## config.mk

```make
export PLATFORM = sky130hd
export DESIGN_NAME = fwd_operand_reg
export DESIGN_NICKNAME = d
export VERILOG_FILES = /design/src/rtl/fwd_pkg.sv /design/src/rtl/fwd_prio_enc.sv /design/src/rtl/fwd_operand_reg.sv
export SDC_FILE = /design/constraint.sdc
export NUM_CORES = 1
export LEC_CHECK = 0
export CAP_MARGIN = 20
export CORE_MARGIN = 2
export CORE_UTILIZATION = 50
export CTS_BUF_LIST = sky130_fd_sc_hd__clkbuf_4
export CTS_CLUSTER_SIZE = 20
export DETAILED_ROUTE_END_ITERATION = 10
export DONT_BUFFER_PORTS = 1
export GPL_TIMING_DRIVEN = 0
export HOLD_SLACK_MARGIN = 0.03
export PLACE_DENSITY = 0.69
export SLEW_MARGIN = 5
export SYNTH_ARGS = -nofsm -noshare
export SYNTH_HDL_FRONTEND = slang
export SYNTH_HIERARCHICAL = 1
export SYNTH_SLANG_ARGS = --single-unit
```

## constraint.sdc

```tcl
create_clock -name clk -period 2.5 [get_ports clk]
set_clock_uncertainty 0.2 [all_clocks]
set_input_delay 0.375 -clock clk [delete_from_list [all_inputs] [get_ports clk]]
set_output_delay 0.375 -clock clk [all_outputs]
set_load 0.03 [all_outputs]
```

## src/rtl/fwd_pkg.sv

```systemverilog
// Shared constants and helpers for the operand-forwarding blocks.
package fwd_pkg;

    // Default register address width and datapath width of the MIPS core.
    localparam int DEF_AW    = 5;
    localparam int DEF_WIDTH = 32;

    // Register $0 is hard-wired to zero and never takes part in forwarding.
    localparam int REG_ZERO  = 0;

    // Selector value meaning "operand comes from the register file".
    function automatic int sel_rf(input int nsrc);
        return nsrc;
    endfunction

    // Width of a selector able to encode 0..nsrc (nsrc meaning register file).
    function automatic int sel_width(input int nsrc);
        return (nsrc < 1) ? 1 : $clog2(nsrc + 1);
    endfunction

endpackage

```

## src/rtl/fwd_prio_enc.sv

```systemverilog
// Priority matcher: finds the youngest forwarding source writing the
// register being read. Index 0 is the youngest and wins over all others.
module fwd_prio_enc
    import fwd_pkg::*;
#(
    parameter int NSRC = 3,
    parameter int AW   = DEF_AW,
    parameter int SW   = sel_width(NSRC)
) (
    input  logic [AW-1:0]      rd_addr,
    input  logic [NSRC-1:0]    src_valid,
    input  logic [NSRC*AW-1:0] src_addr,
    input  logic [NSRC-1:0]    src_ready,
    output logic               match,
    output logic [SW-1:0]      winner,
    output logic               winner_ready
);

    logic [NSRC-1:0] hit;
    logic            rd_is_zero;

    assign rd_is_zero = (rd_addr == AW'(REG_ZERO));

    // Per-source address comparison; $0 reads never match anything.
    always_comb begin
        hit = '0;
        for (int i = 0; i < NSRC; i++) begin
            hit[i] = src_valid[i] && (src_addr[i*AW +: AW] == rd_addr) && !rd_is_zero;
        end
    end

    // Walk from oldest to youngest so the lowest matching index is the last
    // one written and therefore wins; only the winner's readiness is reported.
    always_comb begin
        match        = 1'b0;
        winner       = SW'(sel_rf(NSRC));
        winner_ready = 1'b0;
        for (int i = NSRC - 1; i >= 0; i--) begin
            if (hit[i]) begin
                match        = 1'b1;
                winner       = SW'(i);
                winner_ready = src_ready[i];
            end
        end
    end

endmodule

```

## src/rtl/fwd_operand_reg.sv

```systemverilog
// Forwarding operand stage at the D->E boundary: selects the operand from
// the youngest matching in-flight result (or the register file), flags a
// hazard when that result is not computed yet, and registers the operand
// with flush and stall control.
//
// Flow control: in_valid qualifies the decode instruction. A capture only
// happens when neither stall nor hazard is high; hazard acts as the local
// "not ready" and holds the register until the winning source is ready.
// Flush overrides both and empties the register.
module fwd_operand_reg
    import fwd_pkg::*;
#(
    parameter int WIDTH = DEF_WIDTH,
    parameter int NSRC  = 3,
    parameter int AW    = DEF_AW
) (
    input  logic                        clk,
    input  logic                        reset,
    input  logic                        in_valid,
    input  logic [AW-1:0]               rd_addr,
    input  logic [WIDTH-1:0]            rf_data,
    input  logic [NSRC-1:0]             src_valid,
    input  logic [NSRC*AW-1:0]          src_addr,
    input  logic [NSRC-1:0]             src_ready,
    input  logic [NSRC*WIDTH-1:0]       src_data,
    input  logic                        stall,
    input  logic                        flush,
    output logic                        hazard,
    output logic [WIDTH-1:0]            q_data,
    output logic [$clog2(NSRC+1)-1:0]   q_sel,
    output logic                        q_valid
);

    localparam int SW = $clog2(NSRC + 1);
    localparam logic [SW-1:0] SEL_RF = SW'(sel_rf(NSRC));

    logic            match;
    logic [SW-1:0]   winner;
    logic            winner_ready;
    logic [WIDTH-1:0] sel_data;

    fwd_prio_enc #(
        .NSRC (NSRC),
        .AW   (AW),
        .SW   (SW)
    ) u_prio (
        .rd_addr      (rd_addr),
        .src_valid    (src_valid),
        .src_addr     (src_addr),
        .src_ready    (src_ready),
        .match        (match),
        .winner       (winner),
        .winner_ready (winner_ready)
    );

    // N-way data select driven by the winner index; register file otherwise.
    always_comb begin
        sel_data = rf_data;
        for (int i = 0; i < NSRC; i++) begin
            if (match && (winner == SW'(i))) begin
                sel_data = src_data[i*WIDTH +: WIDTH];
            end
        end
    end

    assign hazard = in_valid && match && !winner_ready;

    // Operand register: flush empties, stall/hazard hold, otherwise capture.
    always_ff @(posedge clk or posedge reset) begin
        if (reset) begin
            q_valid <= 1'b0;
            q_data  <= '0;
            q_sel   <= SEL_RF;
        end else if (flush) begin
            q_valid <= 1'b0;
            q_data  <= '0;
            q_sel   <= SEL_RF;
        end else if (!(stall || hazard)) begin
            q_valid <= in_valid;
            q_data  <= sel_data;
            q_sel   <= winner;
        end
    end

endmodule
```

# Word-level counts from Yosys, hierarchy flattened
# Index checks and enable logic that the tools add are counted.
# word_totals
inputBits	159
elab_cells	43
register_bits	35
output_inout_bits	36
# op_classes
eq_ne	6
muxes	18
reduce_logical	16
# op_table
op	count
32-bit two-way mux	5
5-bit == test	3
1-bit logical AND	11
1-bit two-way mux	9
2-bit two-way mux	4
5-bit zero test	1
2-bit by 1-bit == test with 1-bit output (second input constant)	1
2-bit == test (second input constant)	1
1-bit zero test	2
2-bit zero test	1
2-bit != test (second input constant)	1
1-bit logical OR	1

# Depth between registers and ports, before layout
# logic_depth
ltp_word	13
mapped_depth	11
mapped_depth_nobuf	8

# Cells and area by module
# Netlist, hierarchy kept.
# by_module_without_submodules
module	instances	area_per_inst_um2	cells_per_inst	seq_area_each_um2
fwd_operand_reg	1	2411.1	233	878.3
fwd_prio_enc	1	255.2	34	0.0

# Least setup slack after synthesis
# OpenSTA, ideal clock, no wires.
# synth_path
path_type	input port to flip-flop
startpoint	input port rd_addr[2]
endpoint	register q_data[10]
stages	11
required_ns	2.178
arrival_time_ns	2.438
n_path_buf	3
slack_ns	-0.260
cell_sequence	nor4_1 > and2_1 > nor4_1 > a41oi_1 > nand2_1 > buf_6 > and3b_4 > o21ba_1 > buf_6 > buf_6 > a32o_1
# synth_between
elab_cells_between_ends	36
cone_classes	eq/ne: 6; mux: 14; reduce/logical: 16
# synth_lines
element	line_no	rtl
start, declared	fwd_operand_reg.sv:20	input logic [AW-1:0] rd_addr,
5-bit == test or 5-bit zero test (tied branches)	fwd_prio_enc.sv:28, fwd_prio_enc.sv:22	
1-bit logical AND or 1-bit zero test (tied branches)	fwd_prio_enc.sv:28	hit[i] = src_valid[i] && (src_addr[i*AW +: AW] == rd_addr) && !rd_is_zero;
1-bit logical AND	fwd_prio_enc.sv:28	
2-bit two-way mux	fwd_prio_enc.sv:39	if (hit[i]) begin
2-bit two-way mux (*)	fwd_prio_enc.sv:39	
named net winner[1]	fwd_operand_reg.sv:38	logic [SW-1:0] winner;
2-bit zero test	fwd_operand_reg.sv:60	if (match && (winner == SW'(i))) begin
1-bit logical AND	fwd_operand_reg.sv:60	
32-bit two-way mux (2 in series)	fwd_operand_reg.sv:60	
32-bit two-way mux (*)	fwd_operand_reg.sv:60	
32-bit two-way mux (*)	fwd_operand_reg.sv:78	end else if (!(stall || hazard)) begin
32-bit two-way mux (*)	fwd_operand_reg.sv:74	end else if (flush) begin
end signal, assigned	fwd_operand_reg.sv:80	q_data <= sel_data;
end, declared	fwd_operand_reg.sv:29	output logic [WIDTH-1:0] q_data,
# The timed path passes the listed nets; every way through them passes the cells marked *. The select of a mux whose other input is x is not followed.
# A chain may end at the register's enable or synchronous reset.

# Final worst setup path
# layout_path
startpoint	input port src_addr[5]
endpoint	output port hazard
# layout_between
elab_chain_len	7
elab_cells_between_ends	10
cone_classes	eq/ne: 1; mux: 4; reduce/logical: 5
# layout_lines
element	line_no	rtl
start, declared	fwd_operand_reg.sv:23	input logic [NSRC*AW-1:0] src_addr,
5-bit == test	fwd_prio_enc.sv:28	
1-bit logical AND (2 in series)	fwd_prio_enc.sv:28	
1-bit two-way mux (2 in series)	fwd_prio_enc.sv:39	
named net winner_ready	fwd_operand_reg.sv:39	logic winner_ready;
1-bit zero test	fwd_operand_reg.sv:66	assign hazard = in_valid && match && !winner_ready;
1-bit logical AND	fwd_operand_reg.sv:66	
end, declared	fwd_operand_reg.sv:28	output logic hazard,
# The timed path passes the listed nets, and every way through them passes these cells.

==> metrics.yaml <==
outcome: "finished with violations"
violations: "setup timing"
final_common_cell: "inv_1"
power_frac_comb_pct: 20.9
row_count: 26
switchingPower_uw: 411
start_util_pct: 51.9
slew_headroom_pct: 49.2
fp.dieArea_um2: 5930
vias: 2322
synth.distinct_cells: 36
ys_ff_latch: 35
diodes: 0
grt_max_degree: 36
tightest_slew_ns: 0.760
seqCellArea_um2: 878
finalHoldViolCount: 0
wl_per_cell_um: 21.9
final_layout_size_suffix_gt1_share_pct: 29.6
min_from: "rf_data[3]"
setup_ws_ns: -0.122
core_area_um2: 5140
clock-sinks: 35
worstHoldPathType: "in2reg"
arrival_ns: 2.05
yosysWarnings: 6
r2r_cells: 2
p_per_area_nw_per_um2: 407
syn_to_final_growth_pct: 14.9
rsz0062_at_grt: "yes"
detail-route-antenna-nets: 0
multi_input_comb_area_um2: 1550
p_sw_share_pct: 33.0
holdPathStages: 2
wl_mm: 7.83
firstDrtPassIters: 4
crit_path_start_kind: "input pin"
grt.overflow.total: 0
path_class: "in2out"
io_buffer_count: 0
cts_buffer_depth: 2
period_needed_ns: 2.62
setup_viol: 25
drv_slew: 0
grt_usage_pct: 25.1
num_io_pins: 195
grt_pass1_wl_mm: 11.9
drc: 0
timing.fmax_mhz: 381
cts_tree: "built"
fin_util_pct: 59.6
fin_crit_sh_pct: 105
cts_buffers: 5
crit_path_start: "src_addr[5]"
avgSynthCellArea_um2: 9.99
vias_per_cell: 6.50
power.total_mw: 1.25
cts_htree_levels: 2
seq_area_frac_synth_pct: 32.9
cp_max_fo: 3
peakVddDrop_mv: 0.212
internal_power_uw: 835
antenna_found_initial: 0
fin_nets: 446
n_fill_cell: 504
r2r_slack_ns: 1.38
cts-root-buf: "clkbuf_4"
hpwl_mm: 5.57
die_y_um: 77.0
p_leak_nw: 1.54
die_width_um: 77.0
drtIter0Drc: 77
path_clk_slew_ns: 0.12
mostFrequentLayoutCells: "inv_1 (36), dfrtp_1 (33), mux2i_1 (31), a32o_1 (31), a32oi_1 (31)"
required_ns: 1.92
r2r-start: "q_sel[1]"
clock_power_share_pct: 23.4
grt_pass1_vias: 2373
crit_path_end_kind: "output port"
pwr-share-seq_pct: 55.6
syn_nets: 426
syn_inst: 267
clk_latency_ns: 0.34
routabilityCongestion: 0.735
drv_cap: 0
syn_area_um2: 2670
## routing by layer
metal	vias up	part of all wire [%]	track usage (%)
li1	1037	-	-
met1	1147	39	30.4
met2	131	52	44.5
met3	7	8.1	6.82
met4	0	0.70	5.89
met5	-	0	0
## cell type report
class | instances | share of cell area, %
Multi-Input combinational cell | 170 | 50.6
Sequential cell | 35 | 28.7
Buffer | 24 | 7.19
Timing Repair Buffer | 14 | 4.70
Inverter | 37 | 4.53
Tap cell | 70 | 2.86
Clock buffer | 5 | 1.22
Clock inverter | 2 | 0.286
## synthesized netlist by cell type
| cell | instances | area, µm² |
|---|---|---|
| inv_1 | 37 | 139 |
| dfrtp_1 | 33 | 826 |
| a32o_1 | 32 | 320 |
| mux2i_1 | 32 | 320 |
| a32oi_1 | 31 | 272 |
| or2_2 | 28 | 175 |
| xnor2_1 | 9 | 78.8 |
| buf_6 | 8 | 90.1 |
| buf_2 | 7 | 35.0 |
| xor2_1 | 6 | 52.6 |
| clkbuf_1 | 5 | 18.8 |
| nand2_1 | 4 | 15.0 |
| clkbuf_4 | 3 | 22.5 |
| nor4_1 | 3 | 18.8 |
| or2_1 | 3 | 18.8 |
| a22oi_1 | 2 | 15.0 |
| a41oi_1 | 2 | 17.5 |
| dfstp_2 | 2 | 52.6 |
| nand3_1 | 2 | 10.0 |
| nand4_1 | 2 | 12.5 |
| a21boi_4 | 1 | 18.8 |
| a22o_1 | 1 | 8.76 |
| a2bb2oi_1 | 1 | 8.76 |
| and2_1 | 1 | 6.26 |
| and3b_4 | 1 | 12.5 |
| buf_4 | 1 | 7.51 |
| clkbuf_2 | 1 | 5.00 |
| mux2_1 | 1 | 11.3 |
| mux2_2 | 1 | 11.3 |
| nand3b_1 | 1 | 7.51 |
| nor2b_1 | 1 | 6.26 |
| nor2b_2 | 1 | 8.76 |
| nor3_1 | 1 | 5.00 |
| nor3_4 | 1 | 16.3 |
| nor4_2 | 1 | 12.5 |
| o21ba_1 | 1 | 10.0 |
## metrics by stage
stage / std cells / cell area, µm² / setup TNS (ns) / setup slack (ns) / hold WS (ns)
2_1_floorplan: 267 / 2680 / -6.77 / -0.205 / 0.315
3_3_place_gp: 337 / 2770 / -13.18 / -0.398 / 0.323
3_5_place_dp: 337 / 2770 / -14.21 / -0.443 / 0.235
4_1_cts: 349 / 2860 / -0.0959 / -0.0959 / 0.0858
5_1_grt: 357 / 3060 / -2.63 / -0.187 / 0.0621
6_report: 357 / 3060 / -0.357 / -0.122 / 0.0830
## power by group through the flow
stage | combinational, mW | sequential, mW | clock, mW
after global routing | 0.287 | 0.697 | 0.325
after CTS | 0.233 | 0.694 | 0.295
final | 0.261 | 0.694 | 0.292
after global placement | 0.221 | 0.705 | 0
after detailed placement | 0.228 | 0.704 | 0
after floorplan | 0.189 | 0.695 | 0
## critical path: stages
cell and delay (ns):
xor2_4 0.16, nor4_4 0.32, nand4_1 0.19, mux2_4 0.34, mux2_4 0.26, and3b_4 0.39
## final timing paths
| kind | endpoint |
|---|---|
| setup / recovery | hazard |
| hold / removal | q_data[3] |
| setup reg to reg | q_sel[1] |
| hold reg to reg | q_sel[0] |
| max in group asynchronous | q_data[13] |
| min in group asynchronous | q_data[6] |
## sequential cells by signal (all words and copies together) (netlist names)
| name | cells |
|---|---|
| q_sel | 2 |
| q_data | 32 |
| q_valid | 1 |
## logic make-up (layout without fill, tap and decap cells)
| logic type | Yosys count | count (layout) | share of synthesized area [%] |
|---|---|---|---|
| buf+inv | 62 | 82 | 11.9 |
| compound gates | 71 | 71 | 25.2 |
| flops | 35 | 35 | 32.9 |
| xor+xnor | 15 | 15 | 4.93 |
| simple gates | 50 | 50 | 12.2 |
| mux | 34 | 34 | 12.9 |
## what timing repair did
item	4_1_cts	5_1_grt
gates resized for setup	2	37
setup buffers	4	6
endpoints found under the hold margin	34	0
hold buffers	2	0
pin swaps	3	6
gates cloned	0	2
setup endpoints to repair	33	36
No activity file was read; power rests on OpenSTA's default activity.
